$ cat src/rtl/reg_bank_pkg.sv
// reg_bank_pkg
//   Shared definitions for the 2-read / 1-write register bank:
//   default parameter values and the clear-sequencer state encoding.
//   No ports.
package reg_bank_pkg;

    localparam int DEF_DATA_BIT = 48;
    localparam int DEF_REG_NUM  = 4;
    localparam int DEF_ADDR_NUM = 2;

    // ST_CLEAR walks the entries one per cycle, zeroing data and flag.
    typedef enum logic {
        ST_IDLE  = 1'b0,
        ST_CLEAR = 1'b1
    } state_t;

endpackage

$ cat src/rtl/reg_bank_rport.sv
// reg_bank_rport
//   One registered read port of the register bank (latency 1).
//   Optional macro REG_BANK_BYPASS_EN: when defined, a read that hits the
//   address being written in the same cycle returns the incoming write data
//   with rvld=1; otherwise it returns the pre-write entry content and flag.
// Ports:
//   clk, rst_n        clock, async active-low reset
//   re, raddr         read request and address
//   mem_data/mem_flag current bank content and written flags
//   wr_acc/waddr/wdata accepted write this cycle (bypass source)
//   rdata, rvld       registered read data, response strobe (entry written)
module reg_bank_rport import reg_bank_pkg::*; #(
    parameter int DATA_BIT = DEF_DATA_BIT,
    parameter int REG_NUM  = DEF_REG_NUM,
    parameter int ADDR_NUM = DEF_ADDR_NUM
) (
    input  logic                              clk,
    input  logic                              rst_n,
    input  logic                              re,
    input  logic [ADDR_NUM-1:0]               raddr,
    input  logic [REG_NUM-1:0][DATA_BIT-1:0]  mem_data,
    input  logic [REG_NUM-1:0]                mem_flag,
    input  logic                              wr_acc,
    input  logic [ADDR_NUM-1:0]               waddr,
    input  logic [DATA_BIT-1:0]               wdata,
    output logic [DATA_BIT-1:0]               rdata,
    output logic                              rvld
);

    logic                in_range;
    logic [DATA_BIT-1:0] sel_data;
    logic                sel_vld;

    assign in_range = (32'(raddr) < REG_NUM);

    always_comb begin
        sel_data = '0;
        sel_vld  = 1'b0;
        // Out-of-range addresses read as an unwritten zero entry.
        if (in_range) begin
            sel_data = mem_data[raddr];
            sel_vld  = mem_flag[raddr];
        end
`ifdef REG_BANK_BYPASS_EN
        // wr_acc already implies waddr is in range.
        if (wr_acc && (waddr == raddr)) begin
            sel_data = wdata;
            sel_vld  = 1'b1;
        end
`endif
    end

`ifndef REG_BANK_BYPASS_EN
    logic unused_bypass;
    assign unused_bypass = ^{wr_acc, waddr, wdata};
`endif

    // Data holds when idle; rvld is a single-cycle strobe.
    always_ff @(posedge clk or negedge rst_n) begin
        if (!rst_n) begin
            rdata <= '0;
            rvld  <= 1'b0;
        end else if (re) begin
            rdata <= sel_data;
            rvld  <= sel_vld;
        end else begin
            rvld  <= 1'b0;
        end
    end

endmodule

$ cat src/rtl/reg_bank_2r1w.sv
// reg_bank_2r1w
//   REG_NUM x DATA_BIT register bank with one write port, two registered
//   read ports and a sequential bulk clear (one entry per cycle).
//   Optional macro REG_BANK_BYPASS_EN enables same-cycle write-through to
//   the read ports (see reg_bank_rport).
// Ports:
//   clk, rst_n                 clock, async active-low reset
//   i_we, i_waddr, i_wdata     write request
//   i_re0/1, i_raddr0/1        read requests
//   o_rdata0/1, o_rvld0/1      registered read data / valid (entry written)
//   i_clr                      bulk-clear start pulse
//   o_busy                     clear sequence in progress
module reg_bank_2r1w import reg_bank_pkg::*; #(
    parameter int DATA_BIT = DEF_DATA_BIT,
    parameter int REG_NUM  = DEF_REG_NUM,
    parameter int ADDR_NUM = DEF_ADDR_NUM
) (
    input  logic                clk,
    input  logic                rst_n,
    input  logic                i_we,
    input  logic [ADDR_NUM-1:0] i_waddr,
    input  logic [DATA_BIT-1:0] i_wdata,
    input  logic                i_re0,
    input  logic [ADDR_NUM-1:0] i_raddr0,
    input  logic                i_re1,
    input  logic [ADDR_NUM-1:0] i_raddr1,
    output logic [DATA_BIT-1:0] o_rdata0,
    output logic                o_rvld0,
    output logic [DATA_BIT-1:0] o_rdata1,
    output logic                o_rvld1,
    input  logic                i_clr,
    output logic                o_busy
);

    localparam logic [ADDR_NUM-1:0] LAST = ADDR_NUM'(REG_NUM - 1);

    logic [REG_NUM-1:0][DATA_BIT-1:0] mem_data;
    logic [REG_NUM-1:0]               mem_flag;

    state_t              state, state_nxt;
    logic [ADDR_NUM-1:0] cnt, cnt_nxt;
    logic                clr_en;
    logic                wr_acc;

    // Writes only land in IDLE; a coinciding clear start takes priority.
    assign wr_acc = (state == ST_IDLE) && i_we && !i_clr &&
                    (32'(i_waddr) < REG_NUM);
    assign o_busy = (state == ST_CLEAR);

    always_ff @(posedge clk or negedge rst_n) begin
        if (!rst_n) begin
            state <= ST_IDLE;
            cnt   <= '0;
        end else begin
            state <= state_nxt;
            cnt   <= cnt_nxt;
        end
    end

    // i_clr is not looked at in ST_CLEAR, so a clear cannot restart.
    always_comb begin
        state_nxt = state;
        cnt_nxt   = cnt;
        clr_en    = 1'b0;
        case (state)
            ST_IDLE: begin
                if (i_clr) begin
                    state_nxt = ST_CLEAR;
                    cnt_nxt   = '0;
                end
            end
            ST_CLEAR: begin
                clr_en = 1'b1;
                if (cnt == LAST) begin
                    state_nxt = ST_IDLE;
                    cnt_nxt   = '0;
                end else begin
                    cnt_nxt = cnt + 1'b1;
                end
            end
            default: begin
                state_nxt = ST_IDLE;
                cnt_nxt   = '0;
            end
        endcase
    end

    always_ff @(posedge clk or negedge rst_n) begin
        if (!rst_n) begin
            mem_data <= '0;
            mem_flag <= '0;
        end else begin
            for (int i = 0; i < REG_NUM; i++) begin
                if (clr_en && (cnt == ADDR_NUM'(i))) begin
                    mem_data[i] <= '0;
                    mem_flag[i] <= 1'b0;
                end else if (wr_acc && (i_waddr == ADDR_NUM'(i))) begin
                    mem_data[i] <= i_wdata;
                    mem_flag[i] <= 1'b1;
                end
            end
        end
    end

    // Two identical read ports, gathered into packed vectors for the loop.
    logic [1:0]                re_v, rvld_v;
    logic [1:0][ADDR_NUM-1:0]  raddr_v;
    logic [1:0][DATA_BIT-1:0]  rdata_v;

    assign re_v    = {i_re1, i_re0};
    assign raddr_v = {i_raddr1, i_raddr0};

    for (genvar p = 0; p < 2; p++) begin : g_rport
        reg_bank_rport #(
            .DATA_BIT (DATA_BIT),
            .REG_NUM  (REG_NUM),
            .ADDR_NUM (ADDR_NUM)
        ) u_rport (
            .clk      (clk),
            .rst_n    (rst_n),
            .re       (re_v[p]),
            .raddr    (raddr_v[p]),
            .mem_data (mem_data),
            .mem_flag (mem_flag),
            .wr_acc   (wr_acc),
            .waddr    (i_waddr),
            .wdata    (i_wdata),
            .rdata    (rdata_v[p]),
            .rvld     (rvld_v[p])
        );
    end

    assign o_rdata0 = rdata_v[0];
    assign o_rvld0  = rvld_v[0];
    assign o_rdata1 = rdata_v[1];
    assign o_rvld1  = rvld_v[1];

endmodule
$ cat config.mk
export PLATFORM = sky130hd
export DESIGN_NAME = reg_bank_2r1w
export DESIGN_NICKNAME = d
export VERILOG_FILES = /design/src/rtl/reg_bank_pkg.sv /design/src/rtl/reg_bank_rport.sv /design/src/rtl/reg_bank_2r1w.sv
export SDC_FILE = /design/constraint.sdc
export NUM_CORES = 1
export LEC_CHECK = 0
export CAP_MARGIN = 30
export CORE_MARGIN = 1.5
export CORE_UTILIZATION = 61
export DETAILED_ROUTE_END_ITERATION = 7
export PLACE_DENSITY = 0.85
export SLEW_MARGIN = 10
export SYNTH_ARGS = -nofsm -noshare
export SYNTH_HDL_FRONTEND = slang
export SYNTH_SLANG_ARGS = --single-unit
$ cat constraint.sdc
create_clock -name clk -period 2.8 [get_ports clk]
set_clock_uncertainty 0.2 [all_clocks]
set_input_delay 0.56 -clock clk [delete_from_list [all_inputs] [get_ports clk]]
set_output_delay 0.56 -clock clk [all_outputs]
set_load 0.005 [all_outputs]
==> flow_summary.toml <==
[run_status]
status = "complete, no violations"

[pwr]
power_switching_mw = 4.21
combPwrFrac = 0.250
seq_power_share = 0.436
peakVddDrop_uv = 664
clkPwrFrac = 0.314
pwr_density_cell_mw_per_mm2 = 781
p_int_mw = 9.47
p_leak_nw = 8.53
p_sw_frac = 0.308

[timing]
fin_crit_sh = 0.823
setup_violations = 0
final.setup.tns_ns = 0
rsz0062_at_grt = "false"
relSlewSlack = 0.646
max_clock_freq_mhz = 434
final_max_slew_viol_count = 0
worst_pin_slew_ns = 0.532
finalHoldViolCount = 0
timing.final.crit_period_ns = 2.30

[finish]
syn_to_final_growth_pct = 21.7
mostFrequentLayoutCell = "mux2i_1"
fillCellCount = 1527
drive_gt1_frac = 0.0773
fin_nets = 1438
final_cell_area_mm2 = 0.0175
final_cell_mix = "mux2i_1 (385), dfrtp_1 (297), nand2_1 (193)"
antennaDiodeCount = 0

[setup_path]
cp-start-kind = "flop"
crit_arrival_ns = 1.54
crit_fanout = 4
critPathMaxStageDelay_ns = 0.54
end_kind = "output port"
critPathBufInv = 1
critical_path_required_ns = 2.04
cp_cell_sequence = "clkdlybuf4s50_1"
slowest_stage = "clkdlybuf4s50_1"
cpLargestDelayFamily = "buffers and inverters"
critPathKind = "flop to output port"

[drt]
detail-route-antenna-nets = 0
drc_errors = 0
wl_mm = 37.0
drt_iter0_markers = 809
via_count = 10500
avgViaCountPerCell = 6.14
wl_per_cell_um = 21.6
drt-met1-wl_mm = 15.2
dr_wl_met2_mm = 18.1
wl_met3_mm = 2.84
top_layer = "met4"
first_pass_iters = 5

[global_routing]
grt_max_degree = 73
grt_pass1_wl_mm = 59.3
grt_pass1_vias = 11000
grt_antenna_before_repair = 0
grt-ovfl-total = 0
grt_usage = 0.312

[clock_network]
cts_resized = 0
root_buffer = "clkbuf_16"
cts_tree = "done"
htree_levels = 1
cts_num_sinks = 297
clk_latency_ns = 0.56
cts_inserted_buffers = 30
post_cts_buffers = 0
clock_tree.buffer_depth = 3
clk_pin_slew_worst_paths_ns = 0.07

[floorplan]
die_h_um = 157
rows = 56
die-area_mm2 = 0.0245
die_x_um = 157
core_area_mm2 = 0.0233
start_util = 0.617
io_pins = 159

[logic_synthesis]
yosysWarnings = 0
ys_seq_area_frac = 0.516
avgSynthCellArea_um2 = 11.6
synthArstFlopShare = 1.00
syn-cell-area_mm2 = 0.0144
synth.distinct_cells = 25
synth.area.top_cells = "dfrtp_1 (52%), mux2i_1 (27%), o221ai_1 (5.8%)"
synth_area_leader_cell = "dfrtp_1"
synth_nets = 1307
ys_ff_latch = 297
synthFlopType = "dfrtp_1"
synth.top_cell.area_share = 0.516
synth_cells = 1243
synth-edff-count = 0

[run]
max_cap_violations = 0

[placement]
gp_congestion = 0.776
hpwl_mm = 22.4
placed_area_mm2 = 0.0164
portBuffers = 158

[min_path]
min_path_type = "flop to flop"
## worst register-to-register path, delay by kind of cell (launching register included)
kind,cells,cell delay [ns]
buffers and inverters,1,0.27
DFF,1,0.44
muxes,1,0.27
and+or+nand+nor,2,0.67
## cells by family after synthesis
kind of cell             synth area share
AO/OA/AOI/OAI                      0.0612
adder cells (fa/ha/maj)           0.00348
buffers and inverters              0.0481
flip-flops                          0.516
multiplexers                        0.272
AND/OR/NAND/NOR                    0.0993
## final cells by class
type	instances	area [µm²]	area share
Timing Repair Buffer	194	2110	0.121
Multi-Input combinational cell	799	6300	0.360
Sequential cell	297	7430	0.424
Inverter	52	195	0.0111
Clock inverter	13	170	0.00971
Tap cell	319	399	0.0228
Clock buffer	43	901	0.0514
## synth_stat cells (2+ instances only)
master and number:
dfrtp_1 297, nand2_1 200, o21a_1 2, and2_1 2, nand2b_1 98, o221ai_1 96
buf_4 13, a21oi_1 2, buf_1 3, buf_2 29, clkbuf_1 43, mux2i_1 385
inv_1 52, buf_6 6, mux4_2 2, ha_1 4
## power groups by stage
stage	combinational, mW	clock, mW	sequential, mW
floorplan	1.81	0	5.84
global placement	3.28	0	5.94
detailed placement	3.38	0	6.00
CTS	3.43	4.33	5.94
global route	3.73	4.51	6.06
finish	3.42	4.30	5.96
## sequential cells by signal, indices dropped and copies added, names as in the netlist
signal                 cells
mem_data                 192
mem_flag                   4
o_busy                     1
g_rport.u_rport.rvld       2
g_rport.u_rport.rdata     96
cnt                        2
## metrics by stage
stage          total power [mW]   util  cells  setup WS (ns)  hold slack, ns
6_report                   13.7  0.751   1717          0.496           0.298
5_1_grt                    14.3  0.751   1717          0.455           0.331
4_1_cts                    13.7  0.751   1717          0.470           0.302
3_5_place_dp               9.38  0.704   1660          0.226           0.284
3_3_place_gp               9.23  0.704   1660          0.286           0.285
2_1_floorplan              7.65      -   1243          0.936          0.0644
## final timing paths
path	start	endpoint	slack, ns	cells after the start
max in group asynchronous	rst_n	mem_data[125]	1.29	3
min in group asynchronous	rst_n	mem_data[187]	0.35	2
worst min register to register	g_rport[0].u_rport.rdata[31]	g_rport[0].u_rport.rdata[31]	0.30	2
worst min-delay path	g_rport[0].u_rport.rdata[31]	g_rport[0].u_rport.rdata[31]	0.30	2
worst max register to register	o_busy	mem_data[38]	0.86	4
worst max-delay path	o_busy	o_busy	0.50	1
## timing repair
action / in CTS / in global routing
hold buffers: 1 / 0
endpoints found under the hold margin: 59 / 0
endpoints found under the setup margin: 0 / 0
## layer usage
layer | vias up | global-route usage
li1 | 4621 | -
met1 | 5354 | 0.423
met2 | 487 | 0.517
met3 | 75 | 0.0410
met4 | 0 | 0.109
met5 | - | 0
Note: power is estimated with default switching activity, not from simulation.
